--- config.mk ---
export PLATFORM = sky130hd
export DESIGN_NAME = fetch_ctrl_flat
export DESIGN_NICKNAME = d
export VERILOG_FILES = /design/src/rtl/fetch_ctrl_if.sv /design/src/rtl/fetch_ctrl.sv /design/src/flat_wrapper.sv
export SDC_FILE = /design/constraint.sdc
export NUM_CORES = 1
export LEC_CHECK = 0
export ABC_CLOCK_PERIOD_IN_PS = 11100
export CAP_MARGIN = 20
export CELL_PAD_IN_SITES_DETAIL_PLACEMENT = 1
export CELL_PAD_IN_SITES_GLOBAL_PLACEMENT = 2
export CORE_UTILIZATION = 32
export DETAILED_ROUTE_END_ITERATION = 10
export GPL_ROUTABILITY_DRIVEN = 0
export GPL_TIMING_DRIVEN = 0
export HOLD_SLACK_MARGIN = 0.03
export PLACE_DENSITY = 0.9
export SLEW_MARGIN = 0
export SYNTH_ARGS = -nofsm -noshare
export SYNTH_HDL_FRONTEND = slang
export SYNTH_SLANG_ARGS = --single-unit
--- constraint.sdc ---
create_clock -name clk -period 11.1 [get_ports clk]
set_input_delay 2.22 -clock clk [delete_from_list [all_inputs] [get_ports clk]]
set_output_delay 2.22 -clock clk [all_outputs]
set_load 0.02 [all_outputs]
--- src/rtl/fetch_ctrl_if.sv ---
`default_nettype none
// ============================================================================
// Module   : fetch_ctrl_if
// Brief    : Fetch-side bundle: PC control, imem request/response, IF/ID stage
// Revision : 1.0 - initial release
// ============================================================================
interface fetch_ctrl_if;
    logic        fetch_en;
    logic        imem_req_valid;
    logic        imem_req_ready;
    logic [31:0] imem_req_addr;
    logic        imem_rsp_valid;
    logic [31:0] imem_rsp_data;
    logic        redirect_valid;
    logic [31:0] redirect_pc;
    logic        if_valid;
    logic [31:0] if_instr;
    logic [31:0] if_pc;
    logic        id_ready;

    modport master (
        input  fetch_en,
        output imem_req_valid,
        input  imem_req_ready,
        output imem_req_addr,
        input  imem_rsp_valid,
        input  imem_rsp_data,
        input  redirect_valid,
        input  redirect_pc,
        output if_valid,
        output if_instr,
        output if_pc,
        input  id_ready
    );

    modport slave (
        output fetch_en,
        input  imem_req_valid,
        output imem_req_ready,
        input  imem_req_addr,
        output imem_rsp_valid,
        output imem_rsp_data,
        output redirect_valid,
        output redirect_pc,
        input  if_valid,
        input  if_instr,
        input  if_pc,
        output id_ready
    );
endinterface
`default_nettype wire

--- src/rtl/fetch_ctrl.sv ---
`default_nettype none
// ============================================================================
// Module   : fetch_ctrl
// Brief    : Single-outstanding instruction fetch sequencer with redirect squash
// Revision : 1.0 - initial release
// ============================================================================
module fetch_ctrl #(
    parameter logic [31:0] RESET_PC = 32'h0000_0000
) (
    input  wire          clk,
    input  wire          rst,
    fetch_ctrl_if.master bus
);
    typedef enum logic [1:0] {
        S_IDLE = 2'd0,
        S_REQ  = 2'd1,
        S_WAIT = 2'd2,
        S_HOLD = 2'd3
    } state_t;

    state_t      r_state,    w_state_nxt;
    logic [31:0] r_pc,       w_pc_nxt;
    logic [31:0] r_req_pc,   w_req_pc_nxt;
    logic [31:0] r_if_instr, w_if_instr_nxt;
    logic [31:0] r_if_pc,    w_if_pc_nxt;
    logic        r_squash,   w_squash_nxt;
    logic        w_req_fire;
    state_t      w_resume;

    assign bus.imem_req_valid = (r_state == S_REQ) && bus.fetch_en && !bus.redirect_valid;
    assign bus.imem_req_addr  = r_pc;
    assign bus.if_valid       = (r_state == S_HOLD);
    assign bus.if_instr       = r_if_instr;
    assign bus.if_pc          = r_if_pc;

    assign w_req_fire = bus.imem_req_valid && bus.imem_req_ready;
    // Where to go once the current fetch slot is retired or abandoned
    assign w_resume   = bus.fetch_en ? S_REQ : S_IDLE;

    always_ff @(posedge clk or posedge rst) begin
        if (rst) begin
            r_state    <= S_IDLE;
            r_pc       <= RESET_PC;
            r_req_pc   <= 32'd0;
            r_squash   <= 1'b0;
            r_if_instr <= 32'd0;
            r_if_pc    <= 32'd0;
        end else begin
            r_state    <= w_state_nxt;
            r_pc       <= w_pc_nxt;
            r_req_pc   <= w_req_pc_nxt;
            r_squash   <= w_squash_nxt;
            r_if_instr <= w_if_instr_nxt;
            r_if_pc    <= w_if_pc_nxt;
        end
    end

    always_comb begin
        w_state_nxt    = r_state;
        w_pc_nxt       = r_pc;
        w_req_pc_nxt   = r_req_pc;
        w_squash_nxt   = r_squash;
        w_if_instr_nxt = r_if_instr;
        w_if_pc_nxt    = r_if_pc;

        if (bus.redirect_valid) begin
            w_pc_nxt = bus.redirect_pc;
            case (r_state)
                S_WAIT: begin
                    if (bus.imem_rsp_valid) begin
                        w_squash_nxt = 1'b0;
                        w_state_nxt  = w_resume;
                    end else begin
                        // Response still in flight: mark it for discard on arrival
                        w_squash_nxt = 1'b1;
                    end
                end
                S_HOLD:  w_state_nxt = w_resume;
                default: ;
            endcase
        end else begin
            case (r_state)
                S_IDLE: begin
                    if (bus.fetch_en) w_state_nxt = S_REQ;
                end
                S_REQ: begin
                    if (w_req_fire) begin
                        w_req_pc_nxt = r_pc;
                        w_pc_nxt     = r_pc + 32'd4;
                        w_squash_nxt = 1'b0;
                        w_state_nxt  = S_WAIT;
                    end else if (!bus.fetch_en) begin
                        w_state_nxt = S_IDLE;
                    end
                end
                S_WAIT: begin
                    if (bus.imem_rsp_valid) begin
                        if (r_squash) begin
                            w_squash_nxt = 1'b0;
                            w_state_nxt  = w_resume;
                        end else begin
                            w_if_instr_nxt = bus.imem_rsp_data;
                            w_if_pc_nxt    = r_req_pc;
                            w_state_nxt    = S_HOLD;
                        end
                    end
                end
                S_HOLD: begin
                    if (bus.id_ready) w_state_nxt = w_resume;
                end
                default: w_state_nxt = S_IDLE;
            endcase
        end
    end
endmodule
`default_nettype wire

--- src/flat_wrapper.sv ---
// flat-port wrapper written by rule: the top's interface ports become plain ports
module fetch_ctrl_flat 
#(
    parameter logic [31:0] RESET_PC = 32'h0000_0000
)
  (clk, rst, bus_fetch_en, bus_imem_req_valid, bus_imem_req_ready, bus_imem_req_addr, bus_imem_rsp_valid, bus_imem_rsp_data, bus_redirect_valid, bus_redirect_pc, bus_if_valid, bus_if_instr, bus_if_pc, bus_id_ready);
  fetch_ctrl_if bus_i ();
  input  wire clk;
  input  wire rst;
  input wire logic [$bits(bus_i.fetch_en)-1:0] bus_fetch_en;
  output wire logic [$bits(bus_i.imem_req_valid)-1:0] bus_imem_req_valid;
  input wire logic [$bits(bus_i.imem_req_ready)-1:0] bus_imem_req_ready;
  output wire logic [$bits(bus_i.imem_req_addr)-1:0] bus_imem_req_addr;
  input wire logic [$bits(bus_i.imem_rsp_valid)-1:0] bus_imem_rsp_valid;
  input wire logic [$bits(bus_i.imem_rsp_data)-1:0] bus_imem_rsp_data;
  input wire logic [$bits(bus_i.redirect_valid)-1:0] bus_redirect_valid;
  input wire logic [$bits(bus_i.redirect_pc)-1:0] bus_redirect_pc;
  output wire logic [$bits(bus_i.if_valid)-1:0] bus_if_valid;
  output wire logic [$bits(bus_i.if_instr)-1:0] bus_if_instr;
  output wire logic [$bits(bus_i.if_pc)-1:0] bus_if_pc;
  input wire logic [$bits(bus_i.id_ready)-1:0] bus_id_ready;
  assign bus_i.fetch_en = bus_fetch_en;
  assign bus_imem_req_valid = bus_i.imem_req_valid;
  assign bus_i.imem_req_ready = bus_imem_req_ready;
  assign bus_imem_req_addr = bus_i.imem_req_addr;
  assign bus_i.imem_rsp_valid = bus_imem_rsp_valid;
  assign bus_i.imem_rsp_data = bus_imem_rsp_data;
  assign bus_i.redirect_valid = bus_redirect_valid;
  assign bus_i.redirect_pc = bus_redirect_pc;
  assign bus_if_valid = bus_i.if_valid;
  assign bus_if_instr = bus_i.if_instr;
  assign bus_if_pc = bus_i.if_pc;
  assign bus_i.id_ready = bus_id_ready;
  fetch_ctrl #(.RESET_PC(RESET_PC)) u_core (.clk(clk), .rst(rst), .bus(bus_i));
endmodule
==> impl_metrics.sql <==
INSERT INTO impl_metrics (metric_group, metric, value, unit) VALUES
('min_path', 'hp-class', 'flip-flop to flip-flop', ''),
('floorplanning', 'pin_count', '169', ''),
('final_layout', 'design_area', '0.008322', 'mm2'),
('drt', 'avgRoutedWirePerCell', '18.46', 'um'),
('sta', 'setup_viol_count_final', '0', ''),
('logic_synthesis', 'postSynthRegisterBits', '131', ''),
('clock_network', 'cts_root_buffer', 'sky130_fd_sc_hd__clkbuf_16', ''),
('logic_synthesis', 'ys.flop_type', 'sky130_fd_sc_hd__dfrtp_1', ''),
('drt', 'top_layer_in_use', 'met4', ''),
('global_routing', 'globalRouteTotalUtil', '20.39', '%'),
('logic_synthesis', 'postSynthNetCount', '588', ''),
('logic_synthesis', 'sequential_area_share_after_synthesis', '57.58', '%'),
('clock_network', 'post-cts-setup-buffers', '0', ''),
('floorplanning', 'initial_utilization', '32.80', '%'),
('sta', 'max_clock_freq', '169.6', 'MHz'),
('sta', 'timing.clock.skew', '0.007570', 'ns'),
('placed_design', 'post-place-ws', '5.225', 'ns'),
('worst_setup_path', 'cpMaxStageDelayCell', 'sky130_fd_sc_hd__clkdlybuf4s50_1', ''),
('sta', 'report.final.slew_viol_count', '0', ''),
('logic_synthesis', 'synth_enable_flop_cells', '0', ''),
('pwr', 'p_sw', '0.6087', 'mW'),
('clock_network', 'cts_hold_buf', '0', ''),
('global_routing', 'antenna_found_initial', '0', ''),
('drt', 'vias_per_cell', '4.983', ''),
('clock_network', 'clock_sink_count', '131', ''),
('drt', 'final_antenna_net_count', '0', ''),
('logic_synthesis', 'synth.area.top_cells', 'sky130_fd_sc_hd__dfrtp_1 58%, sky130_fd_sc_hd__mux2_2 12%, sky130_fd_sc_hd__nand2_1 9.2%', ''),
('global_routing', 'maximum_number_of_pins_on_one_net_before_global_route_repair', '67', ''),
('sta', 'period_minus_slack', '5.895', 'ns'),
('logic_synthesis', 'synth.distinct_cells', '48', ''),
('sta', 'grt_setup_unrepaired', 'no', ''),
('final_layout', 'share_of_post_route_cells_with_drive_strength_above_1', '16.27', '%'),
('pwr', 'powerDensity', '230.9', 'mW/mm2'),
('floorplanning', 'total_number_of_placement_rows', '48', ''),
('logic_synthesis', 'netlist_instances', '511', ''),
('sta', 'hold_violations', '0', ''),
('drt', 'drt-pass1-iter-count', '4', ''),
('sta', 'post_route_worst_setup_slack', '5.205', 'ns'),
('placed_design', 'placement.io_buffers', '168', ''),
('pwr', 'power.static_leakage', '3.714', 'nW'),
('pwr', 'combPwrFrac', '31.2', '%'),
('worst_setup_path', 'critical_path_buf_inv_count', '3', ''),
('worst_setup_path', 'worstPathRequired', '8.88', 'ns'),
('logic_synthesis', 'syn-mean-instance-area', '11.14', 'um2'),
('pwr', 'internal_power', '1.313', 'mW'),
('worst_setup_path', 'crit_arrival', '3.68', 'ns'),
('status', 'status', 'finished, final reports clean', ''),
('global_routing', 'global_route.overflow_total', '0', ''),
('clock_network', 'cts_max_path_buffers', '2', ''),
('clock_network', 'cts.clk_slew.worst_paths', '0.05', 'ns'),
('worst_setup_path', 'path_class', 'input port to primary output', ''),
('run', 'cap_viol_max_count', '0', ''),
('clock_network', 'htree_levels', '4', ''),
('drt', 'detailroute.wirelength.met3', '964', 'um'),
('floorplanning', 'die_h', '135.4', 'um'),
('pwr', 'ir_worst_vdd', '0.1145', 'mV'),
('drt', 'vias_after_detailed_routing', '4674', ''),
('logic_synthesis', 'synth_top_cell_by_area', 'sky130_fd_sc_hd__dfrtp_1', ''),
('global_routing', 'grt_pass1_vias', '5133', ''),
('drt', 'dr.first_iter.drc_count', '188', ''),
('sta', 'layout_worst_path_cycle_share', '53.11', '%'),
('final_layout', 'antennaDiodeCount', '0', ''),
('logic_synthesis', 'synth.cell_area', '0.005693', 'mm2'),
('placed_design', 'place_area', '0.007689', 'mm2'),
('final_layout', 'finalNetCount', '777', ''),
('clock_network', 'insertion_delay', '0.42', 'ns'),
('worst_setup_path', 'crit_path_max_fanout', '6', ''),
('sta', 'setup-tns-final', '0', 'ns'),
('drt', 'met2_length', '8.642', 'mm'),
('floorplanning', 'die_width', '135.4', 'um'),
('worst_setup_path', 'timing.critical_path.to_type', 'primary output', '');
worst reg2reg max path, delay by kind of cell, from the launching register on:
| family | cells | cell delay [ns] |
|---|---|---|
| AO/OA/AOI/OAI | 2 | 0.55 |
| flip-flops | 1 | 0.40 |
| adder cells (fa/ha/maj) | 1 | 0.28 |
| AND/OR/NAND/NOR | 3 | 1.22 |
| buffers and inverters | 1 | 0.14 |
metrics by stage:
stage | power (mW) | std cells | util (%)
detailed placement | 1.352 | 905 | 44.30
global route | 2.028 | 938 | 47.95
finish | 1.922 | 938 | 47.95
global placement | 1.319 | 904 | 44.11
floorplan | 1.036 | 511 | -
CTS | 1.947 | 937 | 47.88
logic make-up (layout without fill, tap and decap cells):
| kind of cell | count (synthesis) | count (layout) | share of synthesized area [%] |
|---|---|---|---|
| DFF | 131 | 131 | 57.58 |
| adders and majority gates | 6 | 6 | 1.319 |
| and+or+nand+nor | 213 | 213 | 17.41 |
| muxes | 71 | 71 | 13.98 |
| AOI/OAI and AO/OA | 48 | 48 | 5.714 |
| xor gates and xnor gates | 12 | 12 | 1.846 |
| buffers and inverters | 30 | 232 | 2.154 |
power groups by stage:
stage                     clock (mW)  combinational [mW]  sequential [mW]
after detailed placement           0               0.602            0.750
after floorplan                    0               0.187            0.848
after global placement             0               0.583            0.736
final                          0.583               0.599            0.739
after global routing           0.613               0.651            0.764
after CTS                      0.595               0.608            0.744
area by class of cell:
type                    count  area (um2)
plain buffers              21       88.84
multi-input cells         350        2292
clock inverters            12       155.1
flip-flops and latches    131        3278
well taps                 225       281.5
clock buffers              20       466.7
repair buffers            170        1720
inverters                   9       38.79
fillers                  1845        9035
sequential cells by signal (all words and copies together) (netlist names):
name / cells
u_core.bus.if_instr: 32
u_core.bus.if_pc: 32
u_core.bus.imem_req_addr: 32
u_core.r_req_pc: 32
u_core.r_squash: 1
u_core.r_state: 2
worst paths after layout:
check	depth (start not counted)	end	from
setup / recovery	4	bus_imem_req_valid	bus_fetch_en
hold / removal	2	u_core.r_req_pc[18]	u_core.r_req_pc[18]
setup reg to reg	7	u_core.bus.imem_req_addr[5]	u_core.r_state[1]
hold reg to reg	2	u_core.r_req_pc[18]	u_core.r_req_pc[18]
max in group asynchronous	3	u_core.bus.imem_req_addr[28]	rst
min in group asynchronous	2	u_core.bus.if_instr[5]	rst
cell usage after synthesis, drive strengths merged (6+ instances only):
cell type	instances
nand2	140
dfrtp	131
mux2	68
nand3	18
o21ai	16
nor2	14
clkbuf	13
nand4	13
buf	8
inv	8
o211ai	7
ha	6
nor3	6
o311ai	6
xnor2	6
xor2	6
cell usage in the layout, fill, tap and decap left out, types with 3 or more instances in the layout:
cell                              instances
sky130_fd_sc_hd__nor3_1                   4
sky130_fd_sc_hd__nand3_1                 17
sky130_fd_sc_hd__nand2_1                140
sky130_fd_sc_hd__mux2_2                  63
sky130_fd_sc_hd__bufinv_16                3
sky130_fd_sc_hd__xor2_1                   6
sky130_fd_sc_hd__nand4_1                 12
sky130_fd_sc_hd__a21oi_1                  4
sky130_fd_sc_hd__clkbuf_1                12
sky130_fd_sc_hd__clkbuf_16               17
sky130_fd_sc_hd__o21ai_0                 16
sky130_fd_sc_hd__clkinv_2                 3
sky130_fd_sc_hd__ha_1                     6
sky130_fd_sc_hd__clkdlybuf4s50_1        168
sky130_fd_sc_hd__dfrtp_1                131
sky130_fd_sc_hd__nor2_1                  14
sky130_fd_sc_hd__mux2_1                   5
sky130_fd_sc_hd__o311ai_0                 6
sky130_fd_sc_hd__clkbuf_8                 3
sky130_fd_sc_hd__buf_2                    7
sky130_fd_sc_hd__and3_1                   5
sky130_fd_sc_hd__clkinv_4                 4
sky130_fd_sc_hd__xnor2_1                  6
sky130_fd_sc_hd__mux2i_1                  3
sky130_fd_sc_hd__o211ai_1                 7
sky130_fd_sc_hd__inv_1                    7
routing by layer:
layer  up-vias  track usage (%)
li1       2160                -
met3        20            4.789
met1      2337            24.96
met5         -                0
met2       157            34.62
met4         0            7.990
Power figures use the tool's default switching activity.
